## config.mk

```make
export PLATFORM = sky130hd
export DESIGN_NAME = bcd_to_binary
export DESIGN_NICKNAME = d
export VERILOG_FILES = /design/src/rtl/bcd_to_binary.sv
export SDC_FILE = /design/constraint.sdc
export NUM_CORES = 1
export LEC_CHECK = 0
export CAP_MARGIN = 40
export CORE_UTILIZATION = 45
export DETAILED_ROUTE_END_ITERATION = 6
export PLACE_DENSITY_LB_ADDON = 0.2
export SETUP_SLACK_MARGIN = 0.5
export SLEW_MARGIN = 20
export SYNTH_ARGS = -nofsm -noshare
export SYNTH_HDL_FRONTEND = slang
export SYNTH_SLANG_ARGS = --single-unit
```

## constraint.sdc

```tcl
create_clock -name i_Clock -period 3.4 [get_ports i_Clock]
set_input_delay 1.02 -clock i_Clock [delete_from_list [all_inputs] [get_ports i_Clock]]
set_output_delay 1.02 -clock i_Clock [all_outputs]
set_load 0.03 [all_outputs]
```

## src/rtl/bcd_to_binary.sv

```systemverilog
// Packed-BCD to binary converter using reverse double-dabble, one FSM state per clock.
// Flags an invalid digit immediately and reports overflow when the value exceeds OUTPUT_WIDTH bits.
module bcd_to_binary #(
  parameter int DECIMAL_DIGITS = 2,
  parameter int OUTPUT_WIDTH   = 7
) (
  input  logic                        i_Clock,
  input  logic                        i_Reset,
  input  logic [DECIMAL_DIGITS*4-1:0] i_BCD,
  input  logic                        i_Start,
  output logic [OUTPUT_WIDTH-1:0]     o_Binary,
  output logic                        o_DV,
  output logic                        o_Error,
  output logic                        o_Overflow,
  output logic                        o_Busy
);

  localparam int unsigned BCD_W  = DECIMAL_DIGITS * 4;
  localparam int unsigned IDX_W  = (DECIMAL_DIGITS > 1) ? $clog2(DECIMAL_DIGITS) : 1;
  localparam int unsigned LOOP_W = 8;

  localparam logic [2:0] s_IDLE              = 3'd0;
  localparam logic [2:0] s_SHIFT             = 3'd1;
  localparam logic [2:0] s_CHECK_SHIFT_INDEX = 3'd2;
  localparam logic [2:0] s_ADJUST            = 3'd3;
  localparam logic [2:0] s_CHECK_DIGIT_INDEX = 3'd4;
  localparam logic [2:0] s_DONE              = 3'd5;

  logic [2:0]              r_state,  state_next;
  logic [BCD_W-1:0]        r_bcd,    bcd_next;
  logic [OUTPUT_WIDTH-1:0] r_binary, binary_next;
  logic [LOOP_W-1:0]       r_loop,   loop_next;
  logic [IDX_W-1:0]        r_idx,    idx_next;
  logic                    r_error,  error_next;
  logic [OUTPUT_WIDTH-1:0] out_binary_next;
  logic                    dv_next, out_error_next, out_overflow_next;
  logic                    digit_bad_c;

  // Any input digit above 9 takes the error path.
  always_comb begin
    digit_bad_c = 1'b0;
    for (int d = 0; d < DECIMAL_DIGITS; d++) begin
      if (i_BCD[d*4 +: 4] > 4'd9) digit_bad_c = 1'b1;
    end
  end

  // Next-state, datapath and output decode.
  always_comb begin
    state_next        = r_state;
    bcd_next          = r_bcd;
    binary_next       = r_binary;
    loop_next         = r_loop;
    idx_next          = r_idx;
    error_next        = r_error;
    dv_next           = 1'b0;
    out_binary_next   = o_Binary;
    out_error_next    = o_Error;
    out_overflow_next = o_Overflow;

    case (r_state)
      s_IDLE: begin
        if (i_Start) begin
          if (digit_bad_c) begin
            error_next  = 1'b1;
            binary_next = '0;
            bcd_next    = '0;
            state_next  = s_DONE;
          end else begin
            error_next  = 1'b0;
            bcd_next    = i_BCD;
            binary_next = '0;
            loop_next   = '0;
            idx_next    = '0;
            state_next  = s_SHIFT;
          end
        end
      end

      s_SHIFT: begin
        binary_next = {r_bcd[0], r_binary[OUTPUT_WIDTH-1:1]};
        bcd_next    = r_bcd >> 1;
        state_next  = s_CHECK_SHIFT_INDEX;
      end

      s_CHECK_SHIFT_INDEX: begin
        if (r_loop == LOOP_W'(OUTPUT_WIDTH - 1)) begin
          loop_next  = '0;
          state_next = s_DONE;
        end else begin
          loop_next  = r_loop + LOOP_W'(1);
          state_next = s_ADJUST;
        end
      end

      s_ADJUST: begin
        // Undo the decimal carry that the right shift pushed into the selected digit.
        for (int d = 0; d < DECIMAL_DIGITS; d++) begin
          if ((IDX_W'(d) == r_idx) && (r_bcd[d*4 +: 4] >= 4'd8)) begin
            bcd_next[d*4 +: 4] = r_bcd[d*4 +: 4] - 4'd3;
          end
        end
        state_next = s_CHECK_DIGIT_INDEX;
      end

      s_CHECK_DIGIT_INDEX: begin
        if (r_idx == IDX_W'(DECIMAL_DIGITS - 1)) begin
          idx_next   = '0;
          state_next = s_SHIFT;
        end else begin
          idx_next   = r_idx + IDX_W'(1);
          state_next = s_ADJUST;
        end
      end

      s_DONE: begin
        dv_next           = 1'b1;
        out_binary_next   = r_binary;
        out_error_next    = r_error;
        out_overflow_next = r_error ? 1'b0 : (|r_bcd);
        state_next        = s_IDLE;
      end

      default: state_next = s_IDLE;
    endcase
  end

  // State, datapath and registered outputs.
  always_ff @(posedge i_Clock) begin
    if (i_Reset) begin
      r_state    <= s_IDLE;
      r_bcd      <= '0;
      r_binary   <= '0;
      r_loop     <= '0;
      r_idx      <= '0;
      r_error    <= 1'b0;
      o_Binary   <= '0;
      o_DV       <= 1'b0;
      o_Error    <= 1'b0;
      o_Overflow <= 1'b0;
      o_Busy     <= 1'b0;
    end else begin
      r_state    <= state_next;
      r_bcd      <= bcd_next;
      r_binary   <= binary_next;
      r_loop     <= loop_next;
      r_idx      <= idx_next;
      r_error    <= error_next;
      o_Binary   <= out_binary_next;
      o_DV       <= dv_next;
      o_Error    <= out_error_next;
      o_Overflow <= out_overflow_next;
      o_Busy     <= (state_next != s_IDLE);
    end
  end

endmodule

```

# Word-level counts from Yosys, hierarchy flattened
# Cells that the tools add are included.
dict set report word_totals {
  ff_bits 39
  latchBits 0
  ram_bits 0
  rom_bits 0
  input_bits 11
  elab_cells 71
  n_memories 0
}
dict set report classes {
  n_addsub 4
  multipliers 0
  n_div 0
  magnitude_cmp 4
  n_eq_ne 10
  n_shift 0
  n_mux 25
  n_bitwise 1
  n_reduce_logical 15
}
# operator count
set ops {}
lappend ops {{two-way mux 8 bit} 5}
lappend ops {{one-hot mux 8 bit (3 select lines)} 1}
lappend ops {{one-hot mux 8 bit (2 select lines)} 1}
lappend ops {{one-hot mux 3 bit (5 select lines)} 1}
lappend ops {{one-hot mux 7 bit (2 select lines)} 1}
lappend ops {{AND reduction 3 bit} 4}
lappend ops {{two-way mux 3 bit} 3}
lappend ops {{adder 8 x 1 -> 8 bit, second input constant} 1}
lappend ops {{equality test 8 x 3 -> 1 bit, second input constant} 1}
lappend ops {{>= comparator 4 bit, second input constant} 2}
lappend ops {{greater-than comparator 4 bit, second input constant} 2}
lappend ops {{two-way mux 1 bit} 8}
lappend ops {{two-way mux 4 bit} 2}
lappend ops {{inequality test 2 bit, second input constant} 4}
lappend ops {{OR reduction 8 bit} 1}
lappend ops {{subtractor 4 x 2 -> 4 bit, second input constant} 2}
lappend ops {{two-way mux 7 bit} 1}
lappend ops {{equality test 3 x 2 -> 1 bit, second input constant} 2}
lappend ops {{equality test 3 bit, second input constant} 2}
lappend ops {{nonzero test 2 bit} 3}
lappend ops {{nonzero test 3 bit} 2}
lappend ops {{AND reduction 2 bit} 2}
lappend ops {{equality test 3 x 1 -> 1 bit, second input constant} 1}
lappend ops {{zero test 3 bit} 1}
lappend ops {{other kinds (5)} 6}

# Logic depth before layout (Yosys ltp)
# Gate-level depths: netlist of the first run.
dict set report logic_depth {
  ltp_word 7
  ltp_mapped 6
}

# Worst setup path after synthesis of the first run
# Ideal clock, no wire load.
dict set report synth_path {
  path_type {in2reg}
  from {input i_Start}
  to {register r_binary[6]}
  arrival_time_ns 1.982
  slack_ns 1.291
  cell_stages 6
  cell_sequence {clkbuf_1 -> o21bai_1 -> or2_2 -> clkbuf_1 -> a22oi_1 -> nor2_1}
}
dict set report synth_via {
  elab_chain_cells 2
}
# item line_no
set synth_lines {}
lappend synth_lines {{start: declaration} 10} ;# input logic i_Start,
lappend synth_lines {{inequality test 2 bit (no line)} -}
lappend synth_lines {{AND reduction 2 bit (no line)} -}
lappend synth_lines {{end signal: assignment} 144} ;# r_binary <= binary_next;
lappend synth_lines {{end: declaration} 31} ;# logic [OUTPUT_WIDTH-1:0] r_binary, binary_next;
# No other way between the ends.
# A chain may end at the register's enable or synchronous reset.

# Worst setup path in the final report of the first run
dict set report layout_path {
  from {input i_BCD[2]}
  to {register r_loop[4]}
}
dict set report layout_via {
  elab_chain_cells 5
}
# item line_no
set layout_lines {}
lappend layout_lines {{start: declaration} 9} ;# input logic [DECIMAL_DIGITS*4-1:0] i_BCD,
lappend layout_lines {{greater-than comparator 4 bit} 43} ;# if (i_BCD[d*4 +: 4] > 4'd9) digit_bad_c = 1'b1;
lappend layout_lines {{two-way mux 1 bit (2 in a row)} 43}
lappend layout_lines {{inequality test 2 bit (no line)} -}
lappend layout_lines {{AND reduction 3 bit (no line)} -}
lappend layout_lines {{end signal: assignment} 145} ;# r_loop <= loop_next;
lappend layout_lines {{end: declaration} 32} ;# logic [LOOP_W-1:0] r_loop, loop_next;
# No other way between the ends.

==> run summary, run 1 <==
initial antenna violation count - 0
syn nets - 228
CP max stage cell - or4_1
post-synth cell types - 45
Yosys reg bits - 39
clock sink count - 39
CTS Root Cell - clkbuf_8
crit-path max cell delay - 0.53 ns
Die ar. - 4540 um^2
Core Rows - 23
startpoint types - input pin
unrepaired setup endpoints after global routing - false
fin crit share - 75.7%
area of the multi-input gates - 1070 um^2
Cells after Synth - 211
status - complete, no violations
Synth top area share - 40.6%
layout cells sized above 1 - 9.44%
GRT overflow - 0
Worst-Margin Slew - 0.695 ns
crit end category - flop
postcts setup bufs - 0
delay-heaviest family, CP - compound AO/OA/AOI/OAI gates
final wirelength - 4.04 mm
H-tree Lvls - 2
initial DRC count - 101
final setup fails - 0
CTS tree - done
PortBufs - 21
register area share after synthesis - 40.6%
Post-Syn Area - 1920 um^2
worst min path class - reg2reg
VDD IR max - 0.263 mV
Placed Area - 2180 um^2
largest net degree at the start of global routing - 17
clock tree buffer depth - 2
Pre-antenna DRT Iters - 4
Relative slew margins - 53.7%
CP arrival - 2.79 ns
Post-DRT Antenna Nets - 0
register area - 781 um^2
total power - 0.00123 W
Post-synth EDFFs - 0
GR Util All Layers - 20.9%
gpl congestion - 0.827
core area - 4060 um^2
initial core utilization - 47.4%
critical path required time - 3.62 ns
Async SR Flop Fraction - 0%
Synthesis Warnings - 0
Ports - 22
first-pass GRT wire length - 7.09 mm
hold_ws - 0.500 ns
number of remaining DRC errors - 0
CTS resizes - 0
P&R area growth vs syn - 19.2%
cell area after layout - 2290 um^2
vias in the first global route - 1531
die width - 67.4 um
power per cell area - 535 nW/um^2
number of hold buffers added after CTS - 0
P_leak - 0.839 nW
Worst-path clk slew - 0.08 ns
Synth Area per Inst - 9.11 um^2
ANT cells - 0
Final Critical Period - 2.57 ns
Max Slew Vio Count - 0
Synth area leaders - dfxtp_1 41%, nor2_1 6.8%, mux2i_1 6.8%
Fin. Hold Viols - 0
Max Fclk - 388 MHz
Setup CP Type - in2reg
dominant synthesized flop cell - dfxtp_1
routed vias - 1691
total CTS buffers - 5
routed length per placed instance - 14.3 um
Post-DP HPWL - 2.82 mm
worst-path maximum fanout - 10
cell breakdown of the critical path - clkdlybuf4s50_1 -> o21ai_1 -> a21oi_1 -> or4_1 -> a21oi_1
Setup TNS - 0 ns
most used cell along the critical path - a21oi_1
CP bufs+invs - 1
fillers - 363
Max Cap Viol - 0
clock skew - 0.00842 ns
Die Height - 67.4 um
Avg Vias per Cell - 5.98
Final #Nets - 249
worst-skew pair later-pin latency - 0.29 ns
Synth area leader - dfxtp_1
layout make-up:
type,count,area share (%)
clock inverters,3,1.91
multi-input cells,155,46.8
well taps,50,2.73
flip-flops and latches,39,34.1
clock buffers,5,3.00
repair buffers,24,10.3
inverters,7,1.15
worst reg2reg max path: cells and delay by family, from the launching register on:
| family | cells | cell delay [ns] |
|---|---|---|
| flip-flops | 1 | 0.62 |
| AO/OA/AOI/OAI | 2 | 0.43 |
| AND/OR/NAND/NOR | 2 | 0.78 |
cell families (layout without fill, tap and decap cells):
| logic type | count (synthesis) | count (layout) | synth area share (%) |
|---|---|---|---|
| buf+inv | 17 | 39 | 3.58 |
| fa+ha+maj | 6 | 6 | 3.90 |
| flops | 39 | 39 | 40.6 |
| compound gates | 66 | 66 | 25.4 |
| mux | 15 | 15 | 7.94 |
| xor+xnor | 4 | 4 | 1.82 |
| simple gates | 64 | 64 | 16.8 |
worst paths after layout:
kind | to | cells after the start | slack, ns | startpoint
setup reg to reg | r_bcd[4]$_SDFFE_PP0P_ | 4 | 1.49 | r_state[2]$_SDFF_PP0_
hold reg to reg | o_Binary[2]$_SDFFE_PP0P_ | 2 | 0.50 | o_Binary[2]$_SDFFE_PP0P_
setup / recovery | r_loop[4]$_SDFFE_PP0P_ | 5 | 0.83 | i_BCD[2]
hold / removal | o_Binary[2]$_SDFFE_PP0P_ | 2 | 0.50 | o_Binary[2]$_SDFFE_PP0P_
cells in the final DEF, fill, tap and decap left out, drive strengths merged, types with 2 or more instances in the layout:
master	synthesis	layout
a211oi	8	8
a21o	2	2
a21oi	16	16
a22oi	12	12
a311oi	4	4
a31o	3	3
buf	4	3
clkbuf	6	5
clkdlybuf4s50	0	21
clkinv	0	2
dfxtp	39	39
ha	6	6
inv	7	7
mux2	2	2
mux2i	13	13
nand2	3	3
nand3	6	6
nand3b	2	2
nand4	2	2
nor2	35	35
nor3	3	3
nor4	2	2
o21a	3	3
o21ai	6	6
o31ai	4	4
o41ai	2	2
or4	4	4
xnor2	3	3
power breakdown:
group	internal, W	switching, W	total (W)
sequential	0.000492	0.0000566	0.000549
combinational	0.000127	0.000164	0.000291
clock	0.000219	0.000168	0.000387
total	0.000838	0.000389	0.00123
cells in the mapped netlist (2+ instances only):
library cell  count
o31ai_1           4
ha_1              6
mux2i_1          13
nor3_1            2
nor4_1            2
a21oi_1          16
o21ai_0           3
a31o_2            2
or4_1             4
clkbuf_1          6
o21ai_1           2
xnor2_1           3
o21a_1            3
mux2_2            2
a311oi_1          4
inv_1             7
dfxtp_1          39
a22oi_1          12
nand3b_1          2
nand3_1           6
nand2_1           3
nor2_1           35
buf_2             4
a21o_1            2
nand4_1           2
a211oi_1          8
routing by layer:
metal | global-route usage [%] | share of wire, % | vias up
met5 | 0 | 0 | -
met4 | 7.18 | 1.5 | 0
met3 | 5.07 | 3.6 | 6
met2 | 31.8 | 45 | 39
met1 | 28.7 | 49 | 812
li1 | - | - | 834
flip-flops by register name, indices dropped and copies added, names as in the netlist:
register and flops:
o_Binary 7, o_Busy 1, o_DV 1, o_Error 1, o_Overflow 1, r_bcd 8
r_binary 7, r_error 1, r_idx 1, r_loop 8, r_state 3
stage by stage:
| step | std cells | utilization [%] | worst slack [ns] |
|---|---|---|---|
| 2_1_floorplan | 211 | - | 1.29 |
| 3_3_place_gp | 274 | 53.4 | 0.572 |
| 3_5_place_dp | 275 | 53.7 | 0.544 |
| 4_1_cts | 283 | 56.5 | 0.838 |
| 5_1_grt | 283 | 56.5 | 0.699 |
| 6_report | 283 | 56.5 | 0.825 |
(Power assumes the default switching activity.)
==> run 2, diff against run 1 <==
Clock period 3.4 ns to 2.4 ns, I/O delays scaled along.
==> run 2 against run 1 <==
- sequential cell count stayed put
- clock skew is 0.0055 ns lower
- power is 36% higher
- utilization is 2.1 points higher
- register-to-register slack worse by 0.92 ns
- global-route usage is 0.33 points lower
- sequential power is 43% higher
- final cell count is 4.2% higher
- critical path depth is 2 higher
- design area is 3.7% higher
- via count is 1.8% lower
- critical endpoint is now r_loop[3]$_SDFFE_PP0P_
- largest power group unchanged
==> run summary, run 2 (synthesis gave the netlist of run 1 again) <==
fin crit share - 76.2%
largest net degree at the start of global routing - 17 (unchanged)
number of remaining DRC errors - 0 (unchanged)
ANT cells - 0 (unchanged)
total CTS buffers - 5 (unchanged)
hold_ws - 0.495 ns (-0.00499 ns)
Final #Nets - 261 (+4.8%)
Max Cap Viol - 0 (unchanged)
Setup CP Type - reg2reg
Final Critical Period - 1.83 ns
Setup TNS - 0 ns (unchanged)
Worst-Margin Slew - 0.520 ns (-0.175 ns)
crit end category - flop
Relative slew margins - 65.2% (+12 points)
PortBufs - 21 (unchanged)
GR Util All Layers - 20.6% (-0.33 points)
cell breakdown of the critical path - inv_1 -> ha_1 -> or4b_4 -> o41ai_4 -> a31o_4 -> buf_4 -> a21oi_1
routed length per placed instance - 14.0 um (-2.0%)
worst-skew pair later-pin latency - 0.29 ns (about the same)
final wirelength - 4.13 mm (+2.2%)
final setup fails - 0 (unchanged)
initial antenna violation count - 0 (unchanged)
biggest regs - r_bcd x8, r_loop x8
initial DRC count - 55 (-46%)
die width - 67.4 um (unchanged)
area of the multi-input gates - 1110 um^2 (+3.4%)
CTS Root Cell - clkbuf_8
Max Fclk - 547 MHz
Avg Vias per Cell - 5.63 (-5.8%)
P_leak - 0.963 nW (+15%)
Post-DRT Antenna Nets - 0 (unchanged)
delay-heaviest family, CP - compound AO/OA/AOI/OAI gates
Max Slew Vio Count - 0 (unchanged)
startpoint types - flop
initial core utilization - 47.4% (unchanged)
Worst-path clk slew - 0.08 ns (about the same)
unrepaired setup endpoints after global routing - true
Die Height - 67.4 um (unchanged)
core area - 4060 um^2 (unchanged)
commonest cells after routing, fill and taps aside - 35 x nor2_1, 35 x dfxtp_1, 16 x dlygate4sd2_1, 15 x a21oi_1, 15 x buf_4
VDD IR max - 0.471 mV (+79%)
Pre-antenna DRT Iters - 4 (unchanged)
Die ar. - 4540 um^2 (unchanged)
clock tree buffer depth - 2 (unchanged)
Post-DP HPWL - 2.92 mm (+3.4%)
critical path required time - 2.57 ns (-1.05 ns)
gpl congestion - 0.844 (+2.1%)
routed vias - 1661 (-1.8%)
Ports - 22 (unchanged)
worst-path maximum fanout - 6 (-4)
clock sink count - 39 (unchanged)
vias in the first global route - 1477 (-3.5%)
P&R area growth vs syn - 23.6%
Core Rows - 23 (unchanged)
register area - 786 um^2 (+0.64%)
status - complete, no violations
fillers - 351 (-3.3%)
H-tree Lvls - 2 (unchanged)
CTS tree - done
CP bufs+invs - 2 (+1)
CP max stage cell - or4b_4
CP arrival - 2.00 ns (-0.79 ns)
GRT overflow - 0 (unchanged)
crit-path max cell delay - 0.47 ns (-0.06 ns)
layout cells sized above 1 - 17.6% (+8.1 points)
Fin. Hold Viols - 0 (unchanged)
worst min path class - reg2reg
power per cell area - 703 nW/um^2 (+31%)
clock skew - 0.00290 ns (-0.00551 ns)
first-pass GRT wire length - 7.01 mm (-1.2%)
[run 2: cell count changes in the layout (fill, tap and decap cells not counted), moves of 4 or more]
cell,previous run,this run
clkdlybuf4s50_1,21,3
dlygate4sd2_1,0,16
buf_4,2,15
dfxtp_1,39,35
dfxtp_2,0,4
[run 2: layout make-up]
type,instances,area share (%)
sequential,39,33.1
inverter,7,1.11
timing repair buffer,36,12.9
clock inverter,2,0.526
tap,50,2.63
clock buffer,6,3.05
multi-input combinational,155,46.7
[run 2: through the flow]
step / power [W] / instances / setup slack [ns] / util (%) / area (um^2)
after floorplan: 0.00109 / 211 / 0.591 / - / 1920
after global placement: 0.00123 / 285 / 0.0583 / 55.5 / 2250
after detailed placement: 0.00123 / 285 / 0.0177 / 55.5 / 2250
after CTS: 0.00167 / 295 / 0.442 / 57.9 / 2350
after global routing: 0.00177 / 295 / 0.490 / 58.6 / 2380
final: 0.00167 / 295 / 0.572 / 58.6 / 2380
[run 2: worst min-delay path: cells and delay by family, from the launching register on]
kind / cells / cell delay (ns)
DFF: 1 / 0.33
and+or+nand+nor: 1 / 0.07
muxes: 1 / 0.07
[run 2: where the power goes]
| group | switching [W] | internal (W) |
|---|---|---|
| logic | 0.000244 | 0.000209 |
| clock network | 0.000231 | 0.000203 |
| registers | 0.0000831 | 0.000700 |
[run 2: routing by layer]
layer / wire length [um] / GRT usage (%) / vias to the layer above
met5: 0 / 0 / -
met4: 34 / 6.91 / 0
met3: 129 / 4.05 / 4
met2: 1850 / 31.3 / 32
met1: 2120 / 28.9 / 764
li1: - / - / 861
[run 2: repair_timing]
item                       4_1_cts  5_1_grt
hold buffers                     0        0
gates resized for setup         21        9
setup endpoints to repair       26       17
hold endpoints to repair         0        0
pin swaps                        4        1
buffers inserted                 2        0
[run 2: path summary, 6_finish.rpt]
check                                              start                  endpoint  slack, ns  cells after the start
worst max-delay path              r_loop[0]$_SDFFE_PP0P_    r_loop[3]$_SDFFE_PP0P_       0.57                      7
worst min-delay path            o_Binary[1]$_SDFFE_PP0P_  o_Binary[1]$_SDFFE_PP0P_       0.50                      2
worst max register to register    r_loop[0]$_SDFFE_PP0P_    r_loop[3]$_SDFFE_PP0P_       0.57                      7
worst min register to register  o_Binary[1]$_SDFFE_PP0P_  o_Binary[1]$_SDFFE_PP0P_       0.50                      2
